==> src/rtl/ifetch_pkg.sv <==
// Shared types and constants for the instruction-fetch controller.
package ifetch_pkg;

  typedef enum logic [1:0] {
    IDLE  = 2'd0,
    WAIT  = 2'd1,
    DRAIN = 2'd2
  } state_t;

  localparam int unsigned DEF_XLEN = 32;
  localparam int unsigned ENTRY_W  = 2 * DEF_XLEN;

  // A FIFO entry packs {pc, instr}.
  function automatic int unsigned entry_width(int unsigned xlen);
    return 2 * xlen;
  endfunction

endpackage

==> src/rtl/ifetch_fifo.sv <==
// Small synchronous FIFO holding {pc, instr} pairs; clear has priority over push/pop.
module ifetch_fifo
  import ifetch_pkg::*;
#(
  parameter int unsigned DEPTH = 2,
  parameter int unsigned WIDTH = ENTRY_W,
  localparam int unsigned PTR_W = $clog2(DEPTH),
  localparam int unsigned CNT_W = PTR_W + 1
) (
  input  logic             clk_i,
  input  logic             rst_i,
  input  logic             clear,
  input  logic             push,
  input  logic             pop,
  input  logic [WIDTH-1:0] wdata,
  output logic [WIDTH-1:0] rdata,
  output logic [CNT_W-1:0] count,
  output logic             empty
);

  logic [WIDTH-1:0] mem [DEPTH];
  logic [PTR_W-1:0] wptr;
  logic [PTR_W-1:0] rptr;
  logic             full;
  logic             do_push;
  logic             do_pop;

  always_comb begin
    empty   = (count == '0);
    full    = (count == CNT_W'(DEPTH));
    do_push = push & ~full & ~clear;
    do_pop  = pop & ~empty & ~clear;
    rdata   = empty ? '0 : mem[rptr];
  end

  always_ff @(posedge clk_i or negedge rst_i) begin
    if (!rst_i) begin
      wptr  <= '0;
      rptr  <= '0;
      count <= '0;
    end else if (clear) begin
      wptr  <= '0;
      rptr  <= '0;
      count <= '0;
    end else begin
      if (do_push) wptr <= wptr + PTR_W'(1);
      if (do_pop)  rptr <= rptr + PTR_W'(1);
      case ({do_push, do_pop})
        2'b10:   count <= count + CNT_W'(1);
        2'b01:   count <= count - CNT_W'(1);
        default: ;
      endcase
    end
  end

  always_ff @(posedge clk_i) begin
    if (do_push) mem[wptr] <= wdata;
  end

endmodule

==> src/rtl/ifetch_ctrl.sv <==
// Instruction-fetch controller: one outstanding IMEM request, returned words
// queued with their PC for the IF/ID stage.
module ifetch_ctrl
  import ifetch_pkg::*;
#(
  parameter int unsigned DEPTH = 2,
  parameter int unsigned XLEN  = DEF_XLEN
) (
  input  logic            clk_i,
  input  logic            rst_i,
  input  logic [XLEN-1:0] pc_i,
  output logic            pc_write_o,
  input  logic            flush_i,
  output logic            imem_req_o,
  output logic [XLEN-1:0] imem_addr_o,
  input  logic            imem_gnt_i,
  input  logic            imem_rvalid_i,
  input  logic [XLEN-1:0] imem_rdata_i,
  output logic            if_valid_o,
  input  logic            if_ready_i,
  output logic [XLEN-1:0] if_pc_o,
  output logic [XLEN-1:0] if_instr_o
);

  localparam int unsigned EW    = entry_width(XLEN);
  localparam int unsigned CNT_W = $clog2(DEPTH) + 1;

  state_t            state_q;
  state_t            state_d;
  logic              run_q;
  logic [XLEN-1:0]   req_pc_q;
  logic              fire;
  logic              push;
  logic              pop;
  logic              empty;
  logic              full;
  logic [CNT_W-1:0]  count;
  logic [EW-1:0]     head;

  ifetch_fifo #(
    .DEPTH (DEPTH),
    .WIDTH (EW)
  ) u_fifo (
    .clk_i (clk_i),
    .rst_i (rst_i),
    .clear (flush_i),
    .push  (push),
    .pop   (pop),
    .wdata ({req_pc_q, imem_rdata_i}),
    .rdata (head),
    .count (count),
    .empty (empty)
  );

  always_ff @(posedge clk_i or negedge rst_i) begin
    if (!rst_i) begin
      state_q  <= IDLE;
      run_q    <= 1'b0;
      req_pc_q <= '0;
    end else begin
      state_q <= state_d;
      run_q   <= 1'b1;
      if (fire) req_pc_q <= pc_i;
    end
  end

  always_comb begin
    state_d = state_q;
    unique case (state_q)
      IDLE:    if (fire) state_d = WAIT;
      WAIT: begin
        if (imem_rvalid_i)  state_d = IDLE;
        else if (flush_i)   state_d = DRAIN;
      end
      DRAIN:   if (imem_rvalid_i) state_d = IDLE;
      default: state_d = IDLE;
    endcase
  end

  // Address is gated by req so it reads 0 whenever no fetch is being offered.
  always_comb begin
    full        = (count == CNT_W'(DEPTH));
    imem_req_o  = (state_q == IDLE) & run_q & ~flush_i & ~full;
    imem_addr_o = imem_req_o ? pc_i : '0;
    fire        = imem_req_o & imem_gnt_i;
    pc_write_o  = fire | flush_i;
    push        = (state_q == WAIT) & imem_rvalid_i & ~flush_i;
    if_valid_o  = ~empty;
    pop         = if_valid_o & if_ready_i;
    if_pc_o     = head[EW-1:XLEN];
    if_instr_o  = head[XLEN-1:0];
  end

endmodule

==> config.mk <==
export PLATFORM = sky130hd
export DESIGN_NAME = ifetch_ctrl
export DESIGN_NICKNAME = d
export VERILOG_FILES = /design/src/rtl/ifetch_pkg.sv /design/src/rtl/ifetch_fifo.sv /design/src/rtl/ifetch_ctrl.sv
export SDC_FILE = /design/constraint.sdc
export NUM_CORES = 1
export LEC_CHECK = 0
export CORE_MARGIN = 2
export CORE_UTILIZATION = 40
export CTS_BUF_LIST = sky130_fd_sc_hd__clkbuf_8
export DETAILED_ROUTE_END_ITERATION = 12
export PLACE_DENSITY = 0.71
export SKIP_CTS_REPAIR_TIMING = 1
export SLEW_MARGIN = 25
export SYNTH_ARGS = -nofsm -noshare
export SYNTH_HDL_FRONTEND = slang
export SYNTH_HIERARCHICAL = 1
export SYNTH_SLANG_ARGS = --single-unit
==> constraint.sdc <==
create_clock -name clk_i -period 8.2 [get_ports clk_i]
set_clock_uncertainty 0.05 [all_clocks]
set_input_delay 2.05 -clock clk_i [delete_from_list [all_inputs] [get_ports clk_i]]
set_output_delay 2.05 -clock clk_i [all_outputs]
set_load 0.05 [all_outputs]
==> summary.txt, run 1 <==
Status
  • Outcome: finished, final reports clean

Power
  • Comb power frac: 11.3%
  • Leakage: 3.25 nW
  • Power density cells: 197 nW/um2
  • Sw Share: 22.4%
  • Clk network pwr share: 32.2%
  • Reg power frac: 56.5%
  • Internal Power: 1.39 mW
  • Maximum vdd drop: 0.0911 mV
  • Switch Pwr: 401 uW

Routing
  • Post-route antenna net violation count: 0
  • Number of vias after detailed routing: 3985
  • Routed WL per cell: 16.7 um
  • Detailed Route Iter0 Violations: 144
  • Via density: 4.84
  • DRC viols: 0
  • Routed WL: 13.8 mm
  • DRT Pass-1 Iters: 4

Critical path
  • CP endpoint: pc_write_o
  • R2R Setup Slk: 5.75 ns
  • Crit. path cell count: 6
  • Most used cell, CP: buf_4
  • Critical-path cell list: clkdlybuf4s50_1 > nor4b_4 > buf_4 > nand3_4 > nand2b_1 > buf_4
  • Crit path buffers/inverters: 3
  • RR Startpoint: state_q[0]
  • R2r endpoint: u_fifo/mem[1][7]
  • Crit Path Class: in -> out
  • Worst endpoint data arrival time: 4.51 ns
  • Critical-path top delay cell: clkdlybuf4s50_1
  • CP startpoint: flush_i
  • FF-to-FF path depth: 5
  • Worst path top cell family by delay: buffers and inverters
  • Worst Path Required: 6.10 ns
  • Crit start category: input pin
  • Crit end category: primary output
  • Crit-path max cell delay: 0.67 ns
  • CP Max Fanout: 34

Finish
  • Nets@finish: 660
  • Commonest non-fill, non-tap cell in the layout: clkdlybuf4s50_1
  • Ant. Diodes: 0
  • Layout area overhead: 34.5%
  • Most frequent cells in the layout: 166 x clkdlybuf4s50_1, 128 x edfxtp_1, 65 x mux2i_1, 65 x nor2_1, 38 x dfrtp_1
  • Share of layout cells above drive strength 1: 12.9%

Hold path
  • Hold Crit Class: reg -> reg
  • Hold Path Stages: 0

Floorplan
  • Core ar.: 16500 um2
  • # IOs: 169
  • Die X: 134 um
  • # rows: 47
  • Starting density of the core: 40.8%
  • Die area: 17900 um2
  • Height of the die: 134 um

CTS
  • Clock buffer depth: 2
  • H-tree Lvls: 4
  • Clock Tree Root: clkbuf_8
  • Clk sink count: 167
  • CTS Buf Count: 17
  • Later-pin clock latency in the skew report: 0.43 ns
  • Worst-path clk slew: 0.08 ns
  • CTS tree: built

Synthesis
  • Post-synth EDFFs: 128
  • Yosys reg bits: 167
  • Main synth FF type: edfxtp_1
  • Register area share after synthesis: 71.4%
  • Synth Instances: 418
  • Syn. warnings: 6
  • Synth cell types: 32
  • Async SR Flop Fraction: 23.4%
  • Synthesized area: 6750 um2
  • Synthesized area per cell: 16.1 um2
  • Syn Nets: 488

Timing
  • Final worst-path cycle share: 80.6%
  • Final Max Tran Viols: 0
  • Final setup viols: 0
  • Slew @ Worst Pin: 0.676 ns
  • RSZ-0062 raised after global routing: false
  • Fmax: 0.151 GHz
  • Final TNS setup: 0 ns
  • Final Hold Vio Count: 0
  • Tmin final: 6.61 ns
  • Worst rel slew slack: 54.9%
  • Worst hold slack: 0.426 ns

Placed design
  • I/O Buffers: 168
  • Dpl hpwl: 8.92 mm
  • GPL Wtd Cong: 0.726

Global routing
  • Vias in the first global route: 4136
  • GR Overflow Total: 0
  • Pin count of the biggest net entering global routing: 49
  • GRT Overall Usage: 15.7%
  • First-pass GRT wire length: 21.5 mm
  • Antenna violations before repair: 0

Run
  • Max cap viols: 0
[stage by stage]
stage | power (mW) | std cells | utilization, % | setup slack [ns] | instance area [um2]
detailed placement | 1.23 | 791 | 52.5 | 1.56 | 8670
floorplan | 1.14 | 418 | - | 0.280 | 6750
finish | 1.79 | 823 | 54.9 | 1.59 | 9080
global placement | 1.22 | 789 | 52.2 | 1.68 | 8630
global route | 1.86 | 823 | 54.9 | 1.39 | 9080
CTS | 1.81 | 823 | 54.9 | 1.55 | 9060
[cell type report]
| cell class | count | area, um2 |
|---|---|---|
| Clock inverter | 14 | 146 |
| Inverter | 3 | 11.3 |
| Sequential cell | 167 | 4820 |
| Timing Repair Buffer | 176 | 1760 |
| Multi-Input combinational cell | 225 | 1810 |
| Tap cell | 220 | 275 |
| Clock buffer | 18 | 248 |
| Fill cell | 1333 | 7450 |
[Yosys cell counts, drive strengths merged, types with 2 or more instances]
library cell / number / share of area, %
a21oi: 5 / 0.37
and3: 32 / 3.0
buf: 16 / 1.7
clkbuf: 7 / 0.39
dfrtp: 39 / 14
edfxtp: 128 / 57
inv: 3 / 0.17
mux2: 32 / 6.9
mux2i: 65 / 9.6
nand2: 2 / 0.11
nand2b: 3 / 0.28
nand3b: 2 / 0.22
nor2: 66 / 3.7
nor2b: 2 / 0.19
nor3b: 2 / 0.22
nor4b: 2 / 0.48
o21ai: 2 / 0.15
[flip-flops by register name, indices dropped and copies added, names as in the netlist]
name / cells
u_fifo/wptr: 1
req_pc_q: 32
run_q: 1
u_fifo/count: 2
u_fifo/mem: 128
u_fifo/rptr: 1
state_q: 2
[worst reg2reg max path: stages (launching register included)]
cell,delay (ns)
dfrtp_1,0.42
inv_1,0.11
nor4b_2,0.55
nand2_1,0.24
nor3b_4,0.26
buf_4,0.44
[how the worst min path moves through the flow]
stage                  from           endpoint
3_5_place_dp   req_pc_q[10]  u_fifo/mem[1][42]
4_1_cts        req_pc_q[10]  u_fifo/mem[1][42]
6_report       req_pc_q[10]  u_fifo/mem[1][42]
2_1_floorplan  req_pc_q[10]  u_fifo/mem[0][42]
5_1_grt        req_pc_q[10]  u_fifo/mem[1][42]
3_3_place_gp   req_pc_q[11]  u_fifo/mem[0][43]
[cells by family after synthesis]
family,synth area share (%)
AO/OA/AOI/OAI,0.871
XOR/XNOR,0.130
multiplexers,16.5
AND/OR/NAND/NOR,8.75
buffers and inverters,2.24
flip-flops,71.4
other,0.0556
[power by group through the flow]
stage,Combinational (mW),Clock [mW],Sequential [mW]
2_1_floorplan,0.125,0,1.02
3_3_place_gp,0.197,0,1.02
3_5_place_dp,0.203,0,1.03
4_1_cts,0.204,0.595,1.01
5_1_grt,0.214,0.628,1.02
6_report,0.202,0.575,1.01
[layer usage]
metal / part of all wire [%] / track usage [%] / wire, um
met3: 5.7 / 4.50 / 786
met5: 0 / 0 / 0
met1: 44 / 20.1 / 6030
met4: 1.3 / 5.56 / 183
met2: 49 / 25.7 / 6760
Power figures use the tool's default switching activity.
==> run 2: changes to the inputs <==
--- a/config.mk
+++ b/config.mk
@@ -9,7 +9,7 @@
 export CORE_UTILIZATION = 40
 export CTS_BUF_LIST = sky130_fd_sc_hd__clkbuf_8
 export DETAILED_ROUTE_END_ITERATION = 12
-export PLACE_DENSITY = 0.71
+export PLACE_DENSITY = 0.74
 export SKIP_CTS_REPAIR_TIMING = 1
 export SLEW_MARGIN = 25
 export SYNTH_ARGS = -nofsm -noshare
==> constraint.sdc (replaced) <==
create_clock -name clk_i -period 5.55 [get_ports clk_i]
set_clock_uncertainty 0.05 [all_clocks]
set_input_delay 1.3875 -clock clk_i [delete_from_list [all_inputs] [get_ports clk_i]]
set_output_delay 1.3875 -clock clk_i [all_outputs]
set_load 0.05 [all_outputs]
==> run 2 against run 1 <==
Compared with the run above: clock power increased by 67%; final area increased by 4.5%; first-iteration DRC count increased by 8.3%; worst hold slack improved by 0.0039 ns; core utilization increased by 2.5 points; highest routed layer unchanged.
==> summary.txt, run 2 (same netlist as run 1, synthesis figures left out) <==
Floorplan
  • # rows: 47
  • Core ar.: 16500 um2
  • Height of the die: 134 um
  • Starting density of the core: 40.8%
  • Die X: 134 um
  • Die area: 17900 um2
  • # IOs: 169

Finish
  • Largest registers: u_fifo/mem (128), req_pc_q (32)
  • Commonest non-fill, non-tap cell in the layout: clkdlybuf4s50_1
  • Most frequent cells in the layout: 133 x clkdlybuf4s50_1, 128 x edfxtp_1, 65 x mux2i_1, 65 x nor2_1, 38 x dfrtp_1
  • Most flops, register: u_fifo/mem
  • Layout area overhead: 40.6%
  • Share of layout cells above drive strength 1: 18.5%
  • Fill count: 1292
  • Area occupied by multi-input gates: 1820 um2
  • FF/Latch Area: 4820 um2
  • Nets@finish: 658
  • Max FFs per register: 128
  • Ant. Diodes: 0

Critical path
  • CP Max Fanout: 34
  • Crit end category: primary output
  • R2R Setup Slk: 3.04 ns
  • Crit path buffers/inverters: 3
  • Crit-path max cell delay: 0.72 ns
  • R2r endpoint: u_fifo/mem[1][33]
  • Worst endpoint data arrival time: 3.31 ns
  • Critical-path top delay cell: clkdlybuf4s50_1
  • Crit start category: input pin
  • RR Startpoint: state_q[0]
  • FF-to-FF path depth: 5
  • Crit Path Class: in -> out
  • Worst path top cell family by delay: buffers and inverters
  • Worst Path Required: 4.11 ns
  • Critical-path cell list: clkdlybuf4s50_1 > nor4b_4 > buf_4 > and3_1 > buf_12

Routing
  • Routed WL: 13.9 mm
  • DRT Pass-1 Iters: 4
  • Routed WL per cell: 17.0 um
  • Detailed Route Iter0 Violations: 156
  • Post-route antenna net violation count: 0
  • DRC viols: 0
  • Via density: 4.83
  • Number of vias after detailed routing: 3963

CTS
  • Clock buffer depth: 2
  • Worst-path clk slew: 0.08 ns
  • H-tree Lvls: 4
  • CTS tree: built
  • CTS Buf Count: 17
  • Later-pin clock latency in the skew report: 0.43 ns
  • Clk sink count: 167
  • Clock Tree Root: clkbuf_8

Global routing
  • First-pass GRT wire length: 22.5 mm
  • GR Overflow Total: 0
  • Antenna violations before repair: 0
  • Pin count of the biggest net entering global routing: 67
  • GRT Overall Usage: 16.3%
  • Vias in the first global route: 4411

Power
  • Leakage: 3.42 nW
  • Maximum vdd drop: 0.145 mV
  • Power density cells: 293 nW/um2

Placed design
  • Dpl hpwl: 8.99 mm
  • I/O Buffers: 168
  • GPL Wtd Cong: 0.698

Timing
  • Final TNS setup: 0 ns
  • Final Hold Vio Count: 0
  • Worst rel slew slack: 51.1%
  • Final Max Tran Viols: 0
  • Final setup viols: 0
  • Final worst-path cycle share: 85.5%
  • RSZ-0062 raised after global routing: false
  • Fmax: 0.211 GHz
  • Slew @ Worst Pin: 0.734 ns
  • Worst hold slack: 0.430 ns
  • Tmin final: 4.75 ns

Hold path
  • Hold Startpoint: req_pc_q[25]
  • Hold Crit Endpoint: u_fifo/mem[0][57]
  • Hold Crit Class: reg -> reg
  • Hold Path Stages: 0

Status
  • Outcome: finished, final reports clean

Run
  • Max cap viols: 0
## run 2: cell count changes in the layout (fill, tap and decap cells not counted), sizes merged
cell and delta:
buf +31, bufinv +2, clkdlybuf4s50 -33, clkinv +3, clkinvlp -2, inv -3
## run 2: how the worst max path moves through the flow
stage	start	endpoint	slack, ns	cells past startpoint
3_5_place_dp	flush_i	imem_addr_o[15]	0.85	5
4_1_cts	flush_i	imem_addr_o[15]	0.85	5
5_1_grt	flush_i	imem_addr_o[15]	0.70	5
2_1_floorplan	flush_i	u_fifo/mem[1][0]	0.16	3
6_report	flush_i	imem_addr_o[15]	0.80	5
3_3_place_gp	flush_i	pc_write_o	0.98	6
## run 2: cell type report
class | instances | share of cell area [%]
Sequential cell | 167 | 50.8
Timing Repair Buffer | 174 | 22.2
Multi-Input combinational cell | 225 | 19.1
Tap cell | 220 | 2.90
Clock buffer | 18 | 2.61
Clock inverter | 14 | 2.16
Inverter | 3 | 0.119
## run 2: worst register-to-register path, stage by stage (launching register included)
cell	delay, ns
dfrtp_1	0.42
inv_1	0.10
nor4b_2	0.59
nand2_1	0.29
nor3b_4	0.29
buf_12	0.33
## run 2: metrics by stage
step	instances	power (mW)	instance area, um2	util [%]	setup slack (ns)
after floorplan	418	1.68	6760	-	0.159
final	821	2.78	9490	57.4	0.804
after CTS	821	2.81	9480	57.4	0.853
after detailed placement	789	1.85	9020	54.6	0.849
after global routing	821	2.88	9490	57.4	0.697
after global placement	788	1.83	9000	54.4	0.976
## run 2: power by group
| group | total, mW | leakage, nW | internal (mW) | switching [mW] |
|---|---|---|---|---|
| Clock | 0.960 | 0.229 | 0.544 | 0.416 |
| Sequential | 1.49 | 1.63 | 1.44 | 0.0488 |
| Combinational | 0.330 | 1.57 | 0.184 | 0.145 |
## run 2: routing by layer
layer | vias up | GRT usage (%) | wire length (um)
met5 | - | 0 | 0
met4 | 0 | 4.96 | 157
met3 | 12 | 4.08 | 621
met2 | 106 | 29.7 | 7430
met1 | 1975 | 19.0 | 5720
li1 | 1870 | - | -
